==> config.mk <==
export PLATFORM = sky130hd
export DESIGN_NAME = traceback_unit
export DESIGN_NICKNAME = d
export VERILOG_FILES = /design/src/rtl/traceback_unit_pkg.sv /design/src/rtl/traceback_unit_rle_packer.sv /design/src/rtl/traceback_unit.sv
export SDC_FILE = /design/constraint.sdc
export NUM_CORES = 1
export LEC_CHECK = 0
export ABC_AREA = 1
export CORE_ASPECT_RATIO = 0.7
export CORE_MARGIN = 4
export CORE_UTILIZATION = 34
export CTS_CLUSTER_SIZE = 28
export DETAILED_ROUTE_END_ITERATION = 16
export DONT_BUFFER_PORTS = 1
export GPL_TIMING_DRIVEN = 0
export PLACE_DENSITY = 0.46
export SLEW_MARGIN = 10
export SYNTH_ARGS = -nofsm -noshare
export SYNTH_HDL_FRONTEND = slang
export SYNTH_SLANG_ARGS = --single-unit
==> constraint.sdc <==
create_clock -name clk -period 3.3 [get_ports clk]
set_input_delay 0.66 -clock clk [delete_from_list [all_inputs] [get_ports clk]]
set_output_delay 0.66 -clock clk [all_outputs]
set_load 0.02 [all_outputs]
==> src/rtl/traceback_unit_pkg.sv <==
// traceback_unit shared types: direction-word fields, op codes, FSM states.
// Run-length merging is compiled in with `define TRACEBACK_RLE_EN.
package traceback_unit_pkg;

  localparam int ADDRESS_WIDTH   = 8;
  localparam int DIRECTION_WIDTH = 5;

  localparam int DIR_DIAG_BIT = 4;
  localparam int DIR_LONG_BIT = 3;
  localparam int DIR_EF_BIT   = 2;

  localparam logic [1:0] OP_M = 2'd0;
  localparam logic [1:0] OP_I = 2'd1;
  localparam logic [1:0] OP_D = 2'd2;

  localparam logic [ADDRESS_WIDTH-1:0] LEN_ONE = ADDRESS_WIDTH'(1);
  localparam logic [ADDRESS_WIDTH-1:0] LEN_MAX = '1;

  typedef enum logic [2:0] {
    ST_IDLE,
    ST_FETCH,
    ST_DECIDE,
    ST_FLUSH,
    ST_FINISH
  } state_e;

  typedef struct packed {
    logic [1:0]               code;
    logic [ADDRESS_WIDTH-1:0] len;
  } op_word_t;

endpackage

==> src/rtl/traceback_unit_rle_packer.sv <==
// tb_rle_packer: open run plus 1-entry output register with valid/ready.
// `define TRACEBACK_RLE_EN merges equal ops; otherwise each step is len 1.
module tb_rle_packer
  import traceback_unit_pkg::*;
(
  input  logic                     clk,
  input  logic                     reset_i,
  input  logic                     step_i,
  input  logic [1:0]               op_i,
  input  logic                     flush_i,
  output logic                     accept_o,
  output logic                     op_valid_o,
  output logic [1:0]               op_code_o,
  output logic [ADDRESS_WIDTH-1:0] op_len_o,
  input  logic                     op_ready_i
);

  logic     slot_free;
  logic     push;
  op_word_t push_word;

  assign slot_free = !op_valid_o || op_ready_i;

`ifdef TRACEBACK_RLE_EN
  logic                     run_vld;
  logic [1:0]               run_op;
  logic [ADDRESS_WIDTH-1:0] run_len;
  logic                     brk;
  logic                     need;

  always_comb begin
    brk = run_vld &&
      (op_i != run_op || run_len == LEN_MAX);
    need = 1'b0;
    if (step_i) need = brk;
    else if (flush_i) need = run_vld;
    accept_o  = !need || slot_free;
    push      = need && slot_free;
    push_word = '{code: run_op, len: run_len};
  end

  always_ff @(posedge clk or negedge reset_i) begin
    if (!reset_i) begin
      run_vld <= 1'b0;
      run_op  <= OP_M;
      run_len <= '0;
    end else if (step_i && accept_o) begin
      run_vld <= 1'b1;
      if (brk || !run_vld) begin
        run_op  <= op_i;
        run_len <= LEN_ONE;
      end else begin
        run_len <= run_len + LEN_ONE;
      end
    end else if (flush_i && accept_o) begin
      run_vld <= 1'b0;
    end
  end
`else
  logic unused_flush;

  assign unused_flush = flush_i;

  always_comb begin
    accept_o  = !step_i || slot_free;
    push      = step_i && slot_free;
    push_word = '{code: op_i, len: LEN_ONE};
  end
`endif

  always_ff @(posedge clk or negedge reset_i) begin
    if (!reset_i) begin
      op_valid_o <= 1'b0;
      op_code_o  <= OP_M;
      op_len_o   <= '0;
    end else if (push) begin
      op_valid_o <= 1'b1;
      op_code_o  <= push_word.code;
      op_len_o   <= push_word.len;
    end else if (op_ready_i) begin
      op_valid_o <= 1'b0;
    end
  end

endmodule

==> src/rtl/traceback_unit.sv <==
// traceback_unit: walks direction RAM back from the max cell, emits edit ops.
// Optional `define TRACEBACK_RLE_EN enables run-length merging in the packer.
module traceback_unit
  import traceback_unit_pkg::*;
(
  input  logic                       clk,
  input  logic                       reset_i,
  input  logic                       start_i,
  input  logic [ADDRESS_WIDTH-1:0]   max_x_i,
  input  logic [ADDRESS_WIDTH-1:0]   max_y_i,
  output logic                       rd_en_o,
  output logic [ADDRESS_WIDTH-1:0]   rd_col_o,
  output logic [ADDRESS_WIDTH-1:0]   rd_row_o,
  input  logic [DIRECTION_WIDTH-1:0] rd_data_i,
  output logic                       op_valid_o,
  input  logic                       op_ready_i,
  output logic [1:0]                 op_code_o,
  output logic [ADDRESS_WIDTH-1:0]   op_len_o,
  output logic                       busy_o,
  output logic                       done_o,
  output logic [ADDRESS_WIDTH-1:0]   end_x_o,
  output logic [ADDRESS_WIDTH-1:0]   end_y_o
);

  localparam int AW = ADDRESS_WIDTH;

  state_e state_q, state_d;

  logic [AW-1:0] x_q, y_q, x_nx, y_nx;
  logic [AW-1:0] end_x_q, end_y_q;
  logic          gap_q, long_q, gap_n, long_n;
  logic [1:0]    gop_q, gop_n;
  logic [DIRECTION_WIDTH-1:0] dir_q, d;
  logic          rd_vld_q;
  logic [1:0]    f;
  logic          dec_step, dx, dy;
  logic [1:0]    dec_op;
  logic          pk_step, pk_flush, pk_accept;
  logic          edge_start, at_edge;

  assign edge_start = max_x_i == '0 || max_y_i == '0;

  // A stalled DECIDE reuses the captured word; rd_data_i is only good once.
  assign d = rd_vld_q ? rd_data_i : dir_q;
  assign f = long_q ? d[1:0] : d[3:2];

  always_comb begin
    dec_step = 1'b0;
    dec_op   = OP_M;
    dx       = 1'b0;
    dy       = 1'b0;
    gap_n    = gap_q;
    long_n   = long_q;
    gop_n    = gop_q;
    unique case (1'b1)
      gap_q: begin
        dec_step = 1'b1;
        dec_op   = gop_q;
        dx       = gop_q == OP_I;
        dy       = gop_q == OP_D;
        if (d[DIR_DIAG_BIT] && f == 2'b00) gap_n = 1'b0;
      end
      (!gap_q && d[DIR_DIAG_BIT]): begin
        dec_step = 1'b1;
        dx       = 1'b1;
        dy       = 1'b1;
      end
      (!gap_q && !d[DIR_DIAG_BIT] && d[1:0] == 2'b11): begin
        dec_step = 1'b1;
        dec_op   = d[DIR_EF_BIT] ? OP_D : OP_I;
        dx       = !d[DIR_EF_BIT];
        dy       = d[DIR_EF_BIT];
        gap_n    = 1'b1;
        long_n   = d[DIR_LONG_BIT];
        gop_n    = dec_op;
      end
      default: ;
    endcase
  end

  assign x_nx    = x_q - AW'(dx);
  assign y_nx    = y_q - AW'(dy);
  assign at_edge = x_nx == '0 || y_nx == '0;

  assign pk_step  = state_q == ST_DECIDE && dec_step;
  assign pk_flush = state_q == ST_FLUSH;

  tb_rle_packer u_pack (
    .clk        (clk),
    .reset_i    (reset_i),
    .step_i     (pk_step),
    .op_i       (dec_op),
    .flush_i    (pk_flush),
    .accept_o   (pk_accept),
    .op_valid_o (op_valid_o),
    .op_code_o  (op_code_o),
    .op_len_o   (op_len_o),
    .op_ready_i (op_ready_i)
  );

  always_ff @(posedge clk or negedge reset_i) begin
    if (!reset_i) state_q <= ST_IDLE;
    else          state_q <= state_d;
  end

  always_comb begin
    state_d = state_q;
    unique case (state_q)
      ST_IDLE:
        if (start_i)
          state_d = edge_start ? ST_FINISH : ST_FETCH;
      ST_FETCH:
        state_d = ST_DECIDE;
      ST_DECIDE:
        if (!dec_step)
          state_d = ST_FLUSH;
        else if (pk_accept)
          state_d = at_edge ? ST_FLUSH : ST_FETCH;
      ST_FLUSH:
        if (pk_accept) state_d = ST_FINISH;
      ST_FINISH:
        if (!op_valid_o) state_d = ST_IDLE;
      default:
        state_d = ST_IDLE;
    endcase
  end

  always_comb begin
    rd_en_o  = state_q == ST_FETCH;
    rd_col_o = x_q;
    rd_row_o = y_q;
    busy_o   = state_q != ST_IDLE;
    done_o   = state_q == ST_FINISH && !op_valid_o;
    end_x_o  = end_x_q;
    end_y_o  = end_y_q;
  end

  always_ff @(posedge clk or negedge reset_i) begin
    if (!reset_i) begin
      x_q      <= '0;
      y_q      <= '0;
      gap_q    <= 1'b0;
      long_q   <= 1'b0;
      gop_q    <= OP_M;
      dir_q    <= '0;
      rd_vld_q <= 1'b0;
      end_x_q  <= '0;
      end_y_q  <= '0;
    end else begin
      rd_vld_q <= state_q == ST_FETCH;
      if (rd_vld_q) dir_q <= rd_data_i;
      if (state_q == ST_IDLE && start_i) begin
        x_q    <= max_x_i;
        y_q    <= max_y_i;
        gap_q  <= 1'b0;
        long_q <= 1'b0;
        gop_q  <= OP_M;
        if (edge_start) begin
          end_x_q <= max_x_i;
          end_y_q <= max_y_i;
        end
      end
      if (pk_step && pk_accept) begin
        x_q    <= x_nx;
        y_q    <= y_nx;
        gap_q  <= gap_n;
        long_q <= long_n;
        gop_q  <= gop_n;
      end
      if (pk_flush && pk_accept) begin
        end_x_q <= x_q;
        end_y_q <= y_q;
      end
    end
  end

endmodule

==> results of run 1 <==
## cells in the mapped netlist (2+ instances only)
cell type,instances
sky130_fd_sc_hd__nand3_1,19
sky130_fd_sc_hd__o311ai_0,2
sky130_fd_sc_hd__a21oi_1,2
sky130_fd_sc_hd__nor3_2,2
sky130_fd_sc_hd__buf_2,3
sky130_fd_sc_hd__nand4_1,3
sky130_fd_sc_hd__o22ai_1,3
sky130_fd_sc_hd__inv_1,41
sky130_fd_sc_hd__clkbuf_1,4
sky130_fd_sc_hd__nor3_1,2
sky130_fd_sc_hd__nor2_4,2
sky130_fd_sc_hd__o211ai_2,15
sky130_fd_sc_hd__nor4_1,5
sky130_fd_sc_hd__nor2_1,17
sky130_fd_sc_hd__ha_1,4
sky130_fd_sc_hd__buf_6,2
sky130_fd_sc_hd__dfrtp_1,49
sky130_fd_sc_hd__or2_2,2
sky130_fd_sc_hd__nand2_1,122
sky130_fd_sc_hd__o21ai_1,15
sky130_fd_sc_hd__xor2_1,2
sky130_fd_sc_hd__nand2_2,6
sky130_fd_sc_hd__inv_2,3
sky130_fd_sc_hd__o21ai_0,23
sky130_fd_sc_hd__buf_4,7
## state kept, by name, indices dropped and copies added (netlist names), 2 cells and up
| register | count |
|---|---|
| state_q | 3 |
| end_y_o | 8 |
| end_x_o | 8 |
| rd_row_o | 8 |
| gop_q | 2 |
| dir_q | 5 |
| u_pack.op_code_o | 2 |
| rd_col_o | 8 |
## stage by stage
step | hold WS [ns] | setup slack (ns)
after CTS | 0.0516 | 0.485
after detailed placement | 0.366 | 0.405
after global placement | 0.366 | 0.367
after floorplan | 0.364 | 0.795
final | 0.0609 | 0.444
after global routing | 0.0434 | 0.196
## worst max-delay path, delay by kind of cell, from the launching register on
kind            cells  cell delay, ns
flops               1            0.51
fa+ha+maj           2            0.53
compound gates      3            0.44
buf+inv             2            0.18
simple gates       10            1.12
## power groups by stage
stage	sequential [mW]	clock (mW)	combinational, mW
final	1.38	0.665	1.63
after global routing	1.43	0.713	1.87
after CTS	1.39	0.682	1.65
after detailed placement	1.40	0	1.64
after global placement	1.40	0	1.63
after floorplan	1.31	0	1.31
## how the worst max path moves through the flow
| stage | slack, ns | to | startpoint |
|---|---|---|---|
| 4_1_cts | 0.48 | state_q[1] | rd_vld_q |
| 5_1_grt | 0.20 | state_q[1] | rd_vld_q |
| 3_3_place_gp | 0.37 | state_q[1] | rd_data_i[2] |
| 6_report | 0.44 | state_q[1] | rd_vld_q |
| 3_5_place_dp | 0.40 | state_q[1] | rd_data_i[2] |
| 2_1_floorplan | 0.80 | state_q[1] | rd_data_i[2] |
## area by class of cell
cell class              count  area share (%)
plain buffers              17            3.79
clock buffers               5            3.95
clock inverters             3            2.05
inverters                  45            5.41
multi-input cells         258            42.1
flip-flops and latches     49            38.7
well taps                 101            3.99
## kinds of logic after synthesis
group           Yosys count  share of synthesized area (%)
flops                    49                           43.4
simple gates            183                           28.3
xor+xnor                  2                          0.620
buf+inv                  62                           10.3
fa+ha+maj                 4                           1.77
other cells               1                          0.133
compound gates           62                           15.5
## routing by layer
metal	track usage, %	wire length (um)
met2	23.4	3230
met4	4.38	36
met5	0	0
met1	24.6	3950
met3	5.04	588
==> results by stage, run 1 <==
Clock network:
- The CTS clock-pin slew for the worst setup and hold paths is 0.07 ns.
- The number of H-tree levels is 2.
- The number of clock buffers inserted by TritonCTS is 5.
- The total of hold buffers inserted after clock tree synthesis is 0.
- Post-CTS timing repair inserted 0 buffers for setup.
- The maximum buffer depth of the clock tree is 2.
- The clock net sink count is 49.
- The TritonCTS clock tree is yes.
- The count of instances resized after the clock tree is built is 0.
- The cell at the root of the clock tree is sky130_fd_sc_hd__clkbuf_16.
- The later pin in the worst-skew pair is clocked with a latency of about 0.29 ns.

Die:
- The starting utilization of the core area is 35.5%.
- The vertical die dimension is about 84 um.
- The core box area is 7970 sq um.
- The die covers 9860 sq um.
- For this design the top-level I/O count stands at 71.
- The horizontal die dimension is 117 um.
- The total number of placement rows is 27.

Synthesis:
- The register area share after synthesis is about 43%.
- The largest area contributor in the netlist is sky130_fd_sc_hd__dfrtp_1.
- Sorting the synthesized cells by area gives the leading types as sky130_fd_sc_hd__dfrtp_1, sky130_fd_sc_hd__nand2_1, sky130_fd_sc_hd__o211ai_2.
- In this run, synthesis produced a sequential element count of 49.
- The number of warnings reported in the yosys synthesis log is 0.
- The cell count after synthesis is 363.
- In this run, synthesis inferred 0 flip-flops with an integrated enable.
- The most used flip-flop cell after synthesis is sky130_fd_sc_hd__dfrtp_1.
- The fraction of synthesis flops using an asynchronous set or reset pin is between 90% and 100%.
- The synthesized netlist occupies a cell area of 2830 sq um.
- A synthesized cell averages 7.79 sq um.
- After synthesis, the netlist uses 33 different library cells.
- The portion of synthesized cell area occupied by the leading cell type is 43.4%.

Final layout:
- The final-layout fill cell count is 848.
- The footprint of the flip-flops and latches is approximately 1200 sq um.
- Of the cells placed in the final design, the portion with a size suffix greater than 1 is 14.3%.
- The count of cells in the finished layout, fillers not included, comes to 478.
- Leaving out fill and tap cells, the most frequent cell in the layout is sky130_fd_sc_hd__nand2_1.
- In the layout the commonest cells are sky130_fd_sc_hd__nand2_1, sky130_fd_sc_hd__dfrtp_1, sky130_fd_sc_hd__inv_1.
- The cell area after layout is 3170 sq um.
- The multi-input combinational cells in the finished layout cover a total of between 1000 and 1500 sq um.
- Cells fill between 30% and 40% of the core in the end.
- The number of antenna diodes in the final layout is 0.
- From synthesis to final layout, the design area changed by 12.0%.
- The number of nets in the layout is 405.

Min path:
- The min-delay analysis places its worst path in the category input pin to asynchronous set/reset pin.

Timing:
- The final worst-path cycle share is between 80 and 90%.
- Setup violations remaining at the end of the flow were counted as 0.
- On the final layout, the worst clock skew is 0.00693 ns.
- After routing, the total negative slack on setup checks comes to 0 ns.
- The final count of pins violating max slew is 0.
- The worst slew slack as a fraction of its limit is 39.6%.
- For this run, the top clock speed supported by timing is 350 MHz.
- The routed design could run at a clock period as short as 2.86 ns.
- Setup repair after global routing left no endpoint under its margin.
- The number of failing hold endpoints at the final stage came to 0.
- At the pin with the least slew margin, the transition time is 0.897 ns.

Place:
- The instance area at placement is 2980 sq um.
- The weighted congestion reported at the end of routability-driven placement is 0.837.
- The total of buffers placed on input and output ports is 0.
- The placed instance count is 470.
- Once detailed placement completed, the half-perimeter wirelength came to 6180 um.

Route:
- The violation count after the first detailed-routing iteration is 91.
- The count of nets left with antenna violations once routing finished came out at 0.
- The wire length per cell is 16.3 um.
- For this run, design rule violations remaining after detail routing come to 0.
- The routed wire length is 7800 um.
- The routed layout has 2353 vias.
- The vias per cell is 4.92.
- The first-pass iteration count of the detailed router is 4.

Worst setup path:
- Walking the worst path, the cells encountered are inv_2 > or2_2 > o21ai_0 > inv_1 > nand2_1 > o311ai_0 > ha_1 > ha_1 > nand2_1 > nand2_1 > nor2_1 > nand3_1 > nor2_1 > nand3_1 > nand3_1 > nand2_1 > a21oi_1.
- The critical path's largest stage delay is 0.51 ns.
- The sort of element at the start of the critical path is a flop.
- The source of the worst register-to-register timing path is rd_vld_q.
- The largest individual stage delay along the critical path comes from the cell sky130_fd_sc_hd__dfrtp_1.
- The number of cell instances on the worst register-to-register path is 17.
- The critical path class is flop to flop.
- The capturing point of the worst reg2reg path is state_q[1].
- The minimum setup slack among reg-to-reg paths is ~0.44 ns.
- The critical path endpoint category is a flop.
- For the worst setup path, the data arrival time is 3.08 ns.
- The worst-path maximum fanout is 8.
- The dominant cell type by count on the critical path is sky130_fd_sc_hd__nand2_1.
- The critical path data required time is around 3.5 ns.

Global route:
- After global routing the overflow that remains totals 0.
- The number of global-route vias before repair is roughly 2400.
- The initial antenna violation count is 0.
- The aggregate global-route resource usage is 16.6%.
- Entering global routing, the biggest net connects 50 pins.
- The first-pass GRT wire length is 12600 um.

Power and ir drop:
- The part of the power in the clock network is 18.1%.
- The design draws 3.68 mW.
- The leakage power figure is 1.52 nW.
- Internal power comes to ~1.9 mW.
- Dividing total power by cell area gives a power density of between 1000 and 1500 nW/um^2.
- Per report_power, the sequential group accounts for between 30% and 40% of the total.
- Of the total power, the share spent switching nets is 48.7%.
- The portion of total power attributed to combinational logic is 44.4%.
- The analysis attributes to net switching a power of 1.79 mW.
- Across the VDD grid, the largest voltage drop is 324 uV.

Run:
- The number of max-cap violations is 0.

Run status:
- The flow ran to the end, and the final reports show no timing, DRC or antenna violations.
Power figures use the tool's default switching activity.
==> run 2: changes to the inputs <==
--- a/config.mk
+++ b/config.mk
@@ -6,6 +6,8 @@
 export NUM_CORES = 1
 export LEC_CHECK = 0
 export ABC_AREA = 1
+export CELL_PAD_IN_SITES_DETAIL_PLACEMENT = 0
+export CELL_PAD_IN_SITES_GLOBAL_PLACEMENT = 2
 export CORE_ASPECT_RATIO = 0.7
 export CORE_MARGIN = 4
 export CORE_UTILIZATION = 34
@@ -13,7 +15,7 @@
 export DETAILED_ROUTE_END_ITERATION = 16
 export DONT_BUFFER_PORTS = 1
 export GPL_TIMING_DRIVEN = 0
-export PLACE_DENSITY = 0.46
+export PLACE_DENSITY = 0.74
 export SLEW_MARGIN = 10
 export SYNTH_ARGS = -nofsm -noshare
 export SYNTH_HDL_FRONTEND = slang
==> run 2 against run 1 <==
Net effect: critical path depth unchanged; cell count is the same; die area unchanged; setup slack got worse by 0.081 ns; cell area fell by 0.91%; largest power group unchanged; core utilization fell by 0.36 points; wire length increased by 5.7%; largest cell class unchanged; sequential share of layout area grew 0.39 points; clock power shrank 17%; clock skew about the same; global-route usage increased by 0.94 points; combinational power grew 2%.
==> results by stage, run 2 (synthesis results as in run 1) <==
Route:
- The total via count in the routed design is 2424 (was 2353).
- The post-route antenna net violation count is 0 (unchanged).
- The violation count after the first detailed-routing iteration is 112 (was 91).
- The wire length per cell is 17.2 um (was 16.3 um).
- The routed wire length is 8240 um (was 7800 um).
- The vias per cell is 5.07 (was 4.92).
- The first-pass iteration count of the detailed router is 4 (unchanged).
- The number of remaining DRC errors came to 0 (unchanged).

Worst setup path:
- The critical path class is flop to flop (unchanged).
- The dominant cell type by count on the critical path is sky130_fd_sc_hd__nand2_1 (unchanged).
- The highest-delay cell along the critical path is sky130_fd_sc_hd__dfrtp_2 (was sky130_fd_sc_hd__dfrtp_1).
- The largest delay contributor family on the critical path is simple AND/OR/NAND/NOR gates (unchanged).
- The count of buffer and inverter cells on the critical path is 2 (unchanged).
- The critical path endpoint category is a flop (unchanged).
- The critical path data required time came to 3.52 ns (about the same).
- The critical path's largest stage delay is 0.46 ns (was 0.51 ns).
- Critical Path, Cell by Cell: inv_2 > or2_2 > o21ai_0 > inv_1 > nand2_1 > o311ai_0 > ha_2 > ha_1 > nand2_1 > nor2_1 > nand2_1 > nand2_1 > nor2_1 > nand3_1 > nand3_1 > nand2_1 > a21oi_1 (was inv_2 > or2_2 > o21ai_0 > inv_1 > nand2_1 > o311ai_0 > ha_1 > ha_1 > nand2_1 > nand2_1 > nor2_1 > nand3_1 > nor2_1 > nand3_1 > nand3_1 > nand2_1 > a21oi_1).
- The sort of element at the start of the critical path is a flop (unchanged).
- The worst-path maximum fanout is 8 (unchanged).
- The data arrival time of the worst path is 3.15 ns (was 3.08 ns).

Place:
- The half-perimeter wire length after placement is 6420 um (was 6180 um).
- The weighted congestion reported at the end of routability-driven placement is 0.807 (was 0.837).
- The total of buffers placed on input and output ports is 0 (unchanged).

Power and ir drop:
- The cell area power density is 1150 nW/um^2 (was 1160 nW/um^2).
- The switching power as a share of total power came to 50.5% (was 48.7%).
- The largest vdd supply drop was 323 uV (was 324 uV).
- The switching power of the nets is 1.82 mW (was 1.79 mW).
- The portion of total power attributed to combinational logic is 46.4% (was 44.4%).
- The overall power of the completed layout came to 3.60 mW (was 3.68 mW).
- The leakage power figure is 1.51 nW (was 1.52 nW).
- The part of the total power dissipated in sequential elements is 38.3% (was 37.5%).
- The part of the power in the clock network is 15.3% (was 18.1%).
- The internal power contribution came to 1.78 mW (was 1.89 mW).

Die:
- The starting utilization of the core area is 35.5% (unchanged).
- The horizontal die dimension is 117 um (unchanged).
- The total number of placement rows is 27 (unchanged).
- The top-level port count was 71 (unchanged).
- The core box area was 7970 sq um (unchanged).
- The vertical die dimension is 84.3 um (unchanged).
- The overall die area came to 9860 sq um (unchanged).

Global route:
- The number of global-route vias before repair was 2428 (was 2375).
- The pin count of the biggest net entering global routing is 50 (unchanged).
- The global routing met1 resource utilization is 28.0% (was 24.6%).
- The initial antenna violation count is 0 (unchanged).
- The met2 usage is 23.4% (about the same).
- The global routing usage on met3 is 5.26% (was 5.04%).
- The first-pass GRT wire length came to 13500 um (was 12600 um).
- The aggregate global-route resource usage is 17.5% (was 16.6%).
- The layer with the highest usage is met1 (unchanged).
- The remaining global-route overflow is 0 (unchanged).

Final layout:
- The fraction of layout instances using a drive strength above 1 came to 14.9% (was 14.3%).
- The antenna cell count was 0 (unchanged).
- The most common cell after layout, fill and taps aside was sky130_fd_sc_hd__nand2_1 (unchanged).
- The synthesis-to-finish area growth came to 11.0% (was 12.0%).
- The final-layout fill cell count is 848 (unchanged).
- The number of nets in the layout is 405 (unchanged).
- Commonest non-fill, non-tap cells in the layout: sky130_fd_sc_hd__nand2_1, sky130_fd_sc_hd__dfrtp_1, sky130_fd_sc_hd__inv_1 (unchanged).

Clock network:
- The cell at the root of the clock tree was sky130_fd_sc_hd__clkbuf_16 (unchanged).
- The number of H-tree levels is 2 (unchanged).
- The clock net sink count was 49 (unchanged).
- The post-CTS repair timing setup buffer count is 0 (unchanged).
- The maximum buffer depth of the clock tree is 2 (unchanged).
- The total of hold buffers inserted after clock tree synthesis is 0 (unchanged).
- The source-to-sink clock delay at the later pin of the worst-skew pair came to 0.29 ns (about the same).
- The CTS clock-pin slew for the worst setup and hold paths is 0.07 ns (about the same).
- The TritonCTS clock tree is yes (unchanged).
- The number of clock buffers inserted by TritonCTS is 5 (unchanged).

Timing:
- The setup TNS is 0 ns (unchanged).
- The count of final setup violators is 0 (unchanged).
- The final worst-path cycle share is 89.0% (was 86.6%).
- The worst setup skew after layout was 0.00738 ns (was 0.00693 ns).
- The worst-margin pin slew came to 0.915 ns (was 0.897 ns).
- The worst slew slack as a fraction of its limit was 38.4% (was 39.6%).
- The final count of pins violating max slew is 0 (unchanged).
- RSZ-0062 raised after global routing: no (unchanged).
- The number of failing hold endpoints at the final stage is 0 (unchanged).
- The clock period minus worst slack is 2.94 ns (was 2.86 ns).
- The maximum achievable frequency is 340 MHz (was 350 MHz).
- The worst hold margin is 0.0596 ns (was 0.0609 ns).

Min path:
- The path category of the worst min-delay check is input pin to asynchronous set/reset pin (unchanged).

Run status:
- Status: finished, final reports clean (unchanged).

Run:
- The number of max-cap violations is 0 (unchanged).
[run 2: worst register-to-register path, stage by stage, from the launching register on]
cell	delay (ns)
sky130_fd_sc_hd__dfrtp_2	0.46
sky130_fd_sc_hd__inv_2	0.06
sky130_fd_sc_hd__or2_2	0.28
sky130_fd_sc_hd__o21ai_0	0.15
sky130_fd_sc_hd__inv_1	0.10
sky130_fd_sc_hd__nand2_1	0.12
sky130_fd_sc_hd__o311ai_0	0.25
sky130_fd_sc_hd__ha_2	0.30
sky130_fd_sc_hd__ha_1	0.23
sky130_fd_sc_hd__nand2_1	0.10
sky130_fd_sc_hd__nor2_1	0.06
sky130_fd_sc_hd__nand2_1	0.05
sky130_fd_sc_hd__nand2_1	0.06
sky130_fd_sc_hd__nor2_1	0.13
sky130_fd_sc_hd__nand3_1	0.18
sky130_fd_sc_hd__nand3_1	0.12
sky130_fd_sc_hd__nand2_1	0.06
sky130_fd_sc_hd__a21oi_1	0.14
[run 2: path summary, 6_finish.rpt]
path	start	end	slack, ns	cells after the start
min in group clk	max_y_i[4]	rd_row_o[4]	0.50	2
min reg2reg	dir_q[4]	dir_q[4]	0.55	2
max	rd_vld_q	state_q[1]	0.36	17
max in group asynchronous	reset_i	end_x_o[7]	3.14	0
min	reset_i	state_q[1]	0.06	0
max reg2reg	rd_vld_q	state_q[1]	0.36	17
[run 2: timing repair]
item                       in CTS  in global routing
setup endpoints to repair       0                  1
hold endpoints to repair        0                  0
gates resized for setup         0                  2
[run 2: power groups by stage]
stage	clock, mW	sequential (mW)	combinational, mW
2_1_floorplan	0	1.31	1.31
3_5_place_dp	0	1.40	1.67
5_1_grt	0.589	1.42	1.93
6_report	0.549	1.38	1.67
3_3_place_gp	0	1.39	1.67
4_1_cts	0.562	1.39	1.68
[run 2: through the flow]
stage | cells | utilization [%] | worst slack, ns | area, sq um
final | 478 | 39.4 | 0.362 | 3140
after global routing | 478 | 39.4 | 0.0149 | 3140
after CTS | 478 | 39.3 | 0.256 | 3130
after detailed placement | 470 | 37.3 | 0.182 | 2980
after global placement | 470 | 37.3 | 0.177 | 2980
after floorplan | 369 | - | 0.795 | 2850
[run 2: layer usage]
layer	share of wire, %	wire, um
met3	9.8	810
met4	0.58	48
met2	40	3300
met1	49	4080
met5	0	0
[run 2: area by class of cell]
cell class	count	area (sq um)	area share [%]
Clock inverter	1	5.00	0.159
Tap cell	101	126	4.03
Sequential cell	49	1230	39.1
Multi-Input combinational cell	258	1340	42.5
Buffer	17	120	3.83
Inverter	45	171	5.46
Clock buffer	7	153	4.86
